`src/rtl/d2l_master.sv`:
```
// Dual Data Link transmitter: serialises a word two bits per sclk cycle, MSB pair first,
// framed by active-low CS. All outputs are registered on posedge sclk.
module d2l_master #(
    parameter int unsigned DATA_WIDTH = 8,
    parameter int unsigned GAP_CYCLES = 2
) (
    input  logic                  sclk,
    input  logic                  rst,
    input  logic [DATA_WIDTH-1:0] tx_data,
    input  logic                  tx_valid,
    output logic                  tx_ready,
    output logic                  OutLine0,
    output logic                  OutLine1,
    output logic                  CS,
    output logic                  busy,
    output logic                  frame_done
);

    localparam int unsigned NumPairs    = DATA_WIDTH / 2;
    localparam int unsigned RecoverLoad = NumPairs + 3;
    localparam int unsigned GapLoad     = GAP_CYCLES - 2;
    localparam int unsigned CntMax      = (RecoverLoad > GapLoad) ? RecoverLoad : GapLoad;
    localparam int unsigned CntW        = $clog2(CntMax + 1);
    localparam int unsigned PairW       = (NumPairs > 1) ? $clog2(NumPairs) : 1;

    if ((DATA_WIDTH % 2) != 0 || DATA_WIDTH < 2 || DATA_WIDTH > 126) begin : g_bad_width
        $error("d2l_master: DATA_WIDTH must be even and within 2..126");
    end
    if (GAP_CYCLES < 2) begin : g_bad_gap
        $error("d2l_master: GAP_CYCLES must be at least 2");
    end

    typedef enum logic [2:0] {
        StRecover,
        StIdle,
        StStart,
        StData,
        StGap
    } state_e;

    state_e                  state_q, state_d;
    logic [CntW-1:0]         cnt_q, cnt_d;
    logic [PairW-1:0]        pair_q, pair_d;
    logic [DATA_WIDTH-1:0]   shift_q, shift_d;
    logic                    cs_q, cs_d;
    logic                    line1_q, line1_d;
    logic                    line0_q, line0_d;
    logic                    ready_q, ready_d;
    logic                    busy_q, busy_d;
    logic                    done_q, done_d;

    always_comb begin
        state_d = state_q;
        cnt_d   = cnt_q;
        pair_d  = pair_q;
        shift_d = shift_q;
        cs_d    = 1'b1;
        line1_d = 1'b0;
        line0_d = 1'b0;
        busy_d  = 1'b0;
        done_d  = 1'b0;

        unique case (state_q)
            // Lets a slave cut off mid-frame run out its frame before the next CS-low.
            StRecover: begin
                if (cnt_q > CntW'(1)) begin
                    cnt_d = cnt_q - CntW'(1);
                end else begin
                    cnt_d   = '0;
                    state_d = StIdle;
                end
            end
            StIdle: begin
                if (tx_valid) begin
                    shift_d = tx_data;
                    pair_d  = '0;
                    cs_d    = 1'b0;
                    busy_d  = 1'b1;
                    state_d = StStart;
                end
            end
            StStart: begin
                cs_d               = 1'b0;
                busy_d             = 1'b1;
                {line1_d, line0_d} = shift_q[DATA_WIDTH-1 -: 2];
                shift_d            = shift_q << 2;
                state_d            = StData;
            end
            StData: begin
                if (pair_q == PairW'(NumPairs - 1)) begin
                    done_d  = 1'b1;
                    cnt_d   = CntW'(GapLoad);
                    state_d = StGap;
                end else begin
                    cs_d               = 1'b0;
                    busy_d             = 1'b1;
                    {line1_d, line0_d} = shift_q[DATA_WIDTH-1 -: 2];
                    shift_d            = shift_q << 2;
                    pair_d             = pair_q + PairW'(1);
                end
            end
            // IDLE itself is the last gap cycle, so GAP lasts GAP_CYCLES-1 cycles.
            StGap: begin
                if (cnt_q == '0) begin
                    state_d = StIdle;
                end else begin
                    cnt_d = cnt_q - CntW'(1);
                end
            end
            default: begin
                cnt_d   = CntW'(RecoverLoad);
                state_d = StRecover;
            end
        endcase

        ready_d = (state_d == StIdle);
    end

    always_ff @(posedge sclk) begin
        if (rst) begin
            state_q <= StRecover;
            cnt_q   <= CntW'(RecoverLoad);
            pair_q  <= '0;
            shift_q <= '0;
            cs_q    <= 1'b1;
            line1_q <= 1'b0;
            line0_q <= 1'b0;
            ready_q <= 1'b0;
            busy_q  <= 1'b0;
            done_q  <= 1'b0;
        end else begin
            state_q <= state_d;
            cnt_q   <= cnt_d;
            pair_q  <= pair_d;
            shift_q <= shift_d;
            cs_q    <= cs_d;
            line1_q <= line1_d;
            line0_q <= line0_d;
            ready_q <= ready_d;
            busy_q  <= busy_d;
            done_q  <= done_d;
        end
    end

    assign tx_ready   = ready_q;
    assign OutLine0   = line0_q;
    assign OutLine1   = line1_q;
    assign CS         = cs_q;
    assign busy       = busy_q;
    assign frame_done = done_q;

endmodule

```
`config.mk`:
```
export PLATFORM = sky130hd
export DESIGN_NAME = d2l_master
export DESIGN_NICKNAME = d
export VERILOG_FILES = /design/src/rtl/d2l_master.sv
export SDC_FILE = /design/constraint.sdc
export NUM_CORES = 1
export LEC_CHECK = 0
export CORE_UTILIZATION = 44
export DETAILED_ROUTE_END_ITERATION = 12
export GPL_TIMING_DRIVEN = 1
export PLACE_DENSITY = 0.67
export SLEW_MARGIN = 15
export SYNTH_ARGS = -nofsm -noshare
export SYNTH_HDL_FRONTEND = slang
export SYNTH_SLANG_ARGS = --single-unit
```
`constraint.sdc`:
```
create_clock -name sclk -period 2.4 [get_ports sclk]
set_input_delay 0.24 -clock sclk [delete_from_list [all_inputs] [get_ports sclk]]
set_output_delay 0.24 -clock sclk [all_outputs]
set_load 0.01 [all_outputs]
```
* Yosys cells after proc, flatten, opt, wreduce, memory -nomap -nowiden
Cells that the tools add are included.
** Storage, ports and cells
- Register bits :: 22
- Bits of input ports :: 11
- Output and inout bits :: 6
- Logic and storage cells :: 59
** Operators by class
- Add/subtract/negate cells :: 2
- Order comparisons :: 1
- Eq/ne operators :: 10
- Multiplexer cells :: 25
- Bitwise gates (word level) :: 2
- Reductions and logical operators :: 9
** Operators with widths (count)
- 8-bit case mux with 3 select lines :: 1
- 3-bit 2-to-1 mux :: 7
- 8-bit 2-to-1 mux :: 2
- 3-bit case mux with 5 select lines :: 1
- 3-bit case mux with 4 select lines :: 1
- 3-bit AND reduction :: 3
- 2-bit inequality test, second input constant :: 4
- 3-bit by 1-bit equality test with 1-bit output, second input constant :: 2
- 3-bit by 2-bit equality test with 1-bit output, second input constant :: 2
- 3-bit zero test :: 2
- 1-bit 2-to-1 mux :: 6
- 1-bit case mux with 3 select lines :: 2
- 2-bit 2-to-1 mux :: 2
- 1-bit case mux with 2 select lines :: 2
- 2-bit case mux with 2 select lines :: 1
- 2-bit OR reduction :: 2
- 3-bit equality test, second input constant :: 1
- 3-bit by 1-bit greater-than comparator with 1-bit output, second input constant :: 1
- 3-bit nonzero test :: 1
- 3-bit by 1-bit subtractor with 3-bit output, second input constant :: 1
- 2-bit by 1-bit adder with 2-bit output, second input constant :: 1
- 2-bit equality test, second input constant :: 1
- 1-bit NOT :: 2
- 2-bit nonzero test :: 1

* Depth between registers and ports, before layout
- Word-level depth :: 4
- Mapped depth :: 7
- Gate-level depth less buffers :: 6

* Worst setup path before layout
No wires, ideal clock.
- Path kind :: register -> register
- Start point :: reg pair_q[0]
- End point :: reg shift_q[3]
- Setup time :: 80 ps
- Arrival time :: 1446 ps
- Required time :: 2320 ps
- Setup slack :: 874 ps
- Stages on the path, launching flop included :: 8
- Path buffers :: 2
- Period minus slack after synthesis :: 1526 ps
- Cell sequence :: dfxtp_1 ha_1 buf_2 a21bo_2 a21oi_4 buf_6 nor2_1 a211oi_2
** Between the ends
- Cells in the longest elaborated chain, start to end :: 3
** RTL lines
- start, declared :: line 43 : logic [PairW-1:0] pair_q, pair_d;
- start signal, assigned :: line 134 : pair_q <= pair_d;
- 2-bit equality test :: line 90 : if (pair_q == PairW'(NumPairs - 1)) begin
- 2-bit inequality test (no line)
- 3-bit AND reduction (no line)
- end signal, assigned :: line 135 : shift_q <= shift_d;
- end, declared :: line 44 : logic [DATA_WIDTH-1:0] shift_q, shift_d;
No other way between the ends.
A chain may end at the register's enable or synchronous reset.

* Worst setup path after layout
- Start point :: reg state_q[1]
- End point :: reg shift_q[1]
** Between the ends
- Cells in the longest elaborated chain, start to end :: 3
- Elaborated cells between the ends (all ways) :: 8
- Those cells by class :: 5 x eq/ne; 1 x mux; 2 x reduce/logical
** RTL lines
- start, declared :: line 41 : state_e state_q, state_d;
- start signal, assigned :: line 121 : state_q <= StRecover;
- start signal, assigned :: line 132 : state_q <= state_d;
- 3-bit by 2-bit equality test with 1-bit output or 3-bit by 1-bit equality test with 1-bit output (tied branches) :: line 63 : unique case (state_q)
- 2-bit inequality test (no line) or 3-bit nonzero test (tied branches)
- 3-bit AND reduction (no line)
Parallel ways exist; a longest one is shown, timed or not.

==> results.md <==
- Final slew viol count: 0
- # setup viols final: 0
- Clock transition at path regs: 130 ps
- Period utilisation layout: 73.0%
- Routability cong.: 0.728
- Seq cells post-synth: 22
- Drt first pass iters: 4
- Status: finished clean
- Worst endpoint required time: 2610 ps
- Slew margin rel.: 65.0%
- Syn_area_per_cell: 9.48 um^2
- Chip Width: 52.0 um
- DRC errors left: 0
- Die Height: 52.0 um
- CTS Root Cell: clkbuf_4
- Vias: 839
- DPL Wire Length: 1340 um
- Fin Hold WS: 494 ps
- Routed wire length: 1950 um
- DR iter-0 viols: 13
- Sink Count: 22
- Antenna diodes: 0
- Worst-Skew Late Latency: 300 ps
- Pwr Density: 835 nW/um^2
- Tightest Pin Transition: 525 ps
- Area Growth Syn to Fin: 19.3%
- Synthesized instance count: 116
- Maxcap violations: 0
- Number of nets in the layout: 145
- Post-synth EDFFs: 0
- Reg2reg path depth: 4
- Vias in the first global route: 750
- Die ar.: 2700 um^2
- Synth Cell Area: 1100 um^2
- CTS Buf Count: 3
- Worst IR Drop VDD: 0.427 mV
- CTS tree: done
- RSZ-0062 raised after global routing: no
- Ys Warns: 0
- First-pass GRT wire length: 3280 um
- Vias per cell: 5.34
- Crit path arrival time: 1960 ps
- Startpoint Class: flop
- Clk_skew: 1.49 ps
- Wire length per cell: 12.4 um
- Final ANT Viol Nets: 0
- Largest net degree at the start of global routing: 19
- CP Class: reg2reg
- Initial Utilization: 48.3%
- Ys async rst share: 0%
- Worst hold path stage count: 1
- Row count: 17
- Post-CTS sizing: 0
- Most used DFF post-synth: dfxtp_1
- Clock Path Buffers: 2
- Filler cell count: 194
- Final hold vios: 0
- Fin util: 57.7%
- Setup TNS: 0 ps
- Post-CTS setup buffers: 0
- Synth Net Count: 131
- CTS H-tree lvls: 1
- Final min period: 1750 ps
- Hold WC Path Type: reg2reg
- Grt ovf: 0
- Peak Freq: 0.571 GHz
- # IOs: 17
- Initial antenna violation count: 0
- Layout cells sized above 1: 9.30%
- Port bufs: 16
- Critical path capture point type: flop
- Hold_buf cts: 0
- Static Leak: 0.551 nW
- GR Util All Layers: 16.3%
- Crit path max fanout: 18
- Post-synth cell types: 35
- Post-synthesis sequential area ratio: 40.0%
- CORE AREA: 2280 um^2
-- layer usage --
layer | wire (um) | part of all wire (%) | track usage (%) | vias to the layer above
li1 | - | - | - | 441
met1 | 1040 | 53 | 23.1 | 382
met2 | 842 | 43 | 24.8 | 14
met3 | 59 | 3.0 | 2.63 | 2
met4 | 14 | 0.72 | 5.41 | 0
met5 | 0 | 0 | 0 | -
-- worst max-delay path: stages (launching register included) --
cell	delay [ps]
dfxtp_1	670
a21bo_2	300
a21oi_4	390
mux2i_1	240
nor2_1	50
-- path summary, 6_finish.rpt --
| path | from | end | slack, ps |
|---|---|---|---|
| hold / removal | shift_q[7] | OutLine1 | 490 |
| setup reg to reg | state_q[1] | shift_q[1] | 650 |
| hold reg to reg | shift_q[7] | OutLine1 | 490 |
| setup / recovery | state_q[1] | shift_q[1] | 650 |
-- synth_stat cells (all sizes together) (2+ instances only) --
cell type | count | area (um^2)
o32a | 2 | 20.0
a31oi | 2 | 12.5
and2 | 4 | 25.0
dfxtp | 22 | 440
mux2i | 10 | 100
a211oi | 7 | 72.6
ha | 4 | 50.1
buf | 6 | 38.8
a21oi | 5 | 36.3
nor4 | 2 | 12.5
a22oi | 2 | 15.0
nor2 | 17 | 63.8
nand2b | 4 | 25.0
nor4b | 3 | 26.3
nand3b | 2 | 15.0
nor3 | 3 | 15.0
inv | 4 | 15.0
clkbuf | 3 | 11.3
nor2b | 2 | 12.5
-- cell type report --
cell class              instances  area [um^2]  area share (%)
clock buffers                   3         22.5            1.72
multi-input cells              81          594            45.3
well taps                      28         35.0            2.67
flip-flops and latches         22          440            33.6
repair buffers                 18          175            13.3
inverters                       4         15.0            1.14
clock inverters                 1         30.0            2.29
-- cell families (layout without fill, tap and decap cells) --
group / count (synthesis) / after routing / synth area share, %
AND/OR/NAND/NOR: 41 / 41 / 20.1
AO/OA/AOI/OAI: 25 / 25 / 19.5
flip-flops: 22 / 22 / 40.0
buffers and inverters: 13 / 26 / 5.92
multiplexers: 10 / 10 / 9.10
adder cells (fa/ha/maj): 4 / 4 / 4.55
XOR/XNOR: 1 / 1 / 0.797
-- per-stage QoR --
step | area, um^2 | std cells | setup WS [ps] | power (W)
2_1_floorplan | 1100 | 116 | 874 | 0.000748
3_3_place_gp | 1260 | 153 | 662 | 0.000807
3_5_place_dp | 1260 | 153 | 631 | 0.000816
4_1_cts | 1310 | 157 | 637 | 0.00110
5_1_grt | 1310 | 157 | 513 | 0.00116
6_report | 1310 | 157 | 649 | 0.00110
-- sequential cells by signal, indices dropped and copies added (netlist names) --
name        cells
cnt_q           3
tx_ready        1
CS              1
shift_q         8
pair_q          2
state_q         3
OutLine0        1
busy            1
OutLine1        1
frame_done      1
-- where the power goes --
group	switching [W]	internal, W	leakage (nW)
Combinational	0.000151	0.000170	0.345
Sequential	0.0000605	0.000427	0.179
Clock	0.000118	0.000169	0.0279
Total	0.000330	0.000765	0.551
-- cell usage in the layout (no fill, tap or decap), types with 3 or more instances in the layout --
| cell type | n |
|---|---|
| and2_1 | 4 |
| a21oi_1 | 4 |
| nand2b_1 | 4 |
| a211oi_2 | 4 |
| nor3_1 | 3 |
| nor4b_1 | 3 |
| dfxtp_1 | 22 |
| a211oi_1 | 3 |
| ha_1 | 4 |
| inv_1 | 4 |
| clkbuf_4 | 3 |
| nor2_1 | 17 |
| mux2i_1 | 10 |
| clkdlybuf4s50_1 | 16 |
Power figures use the tool's default switching activity.
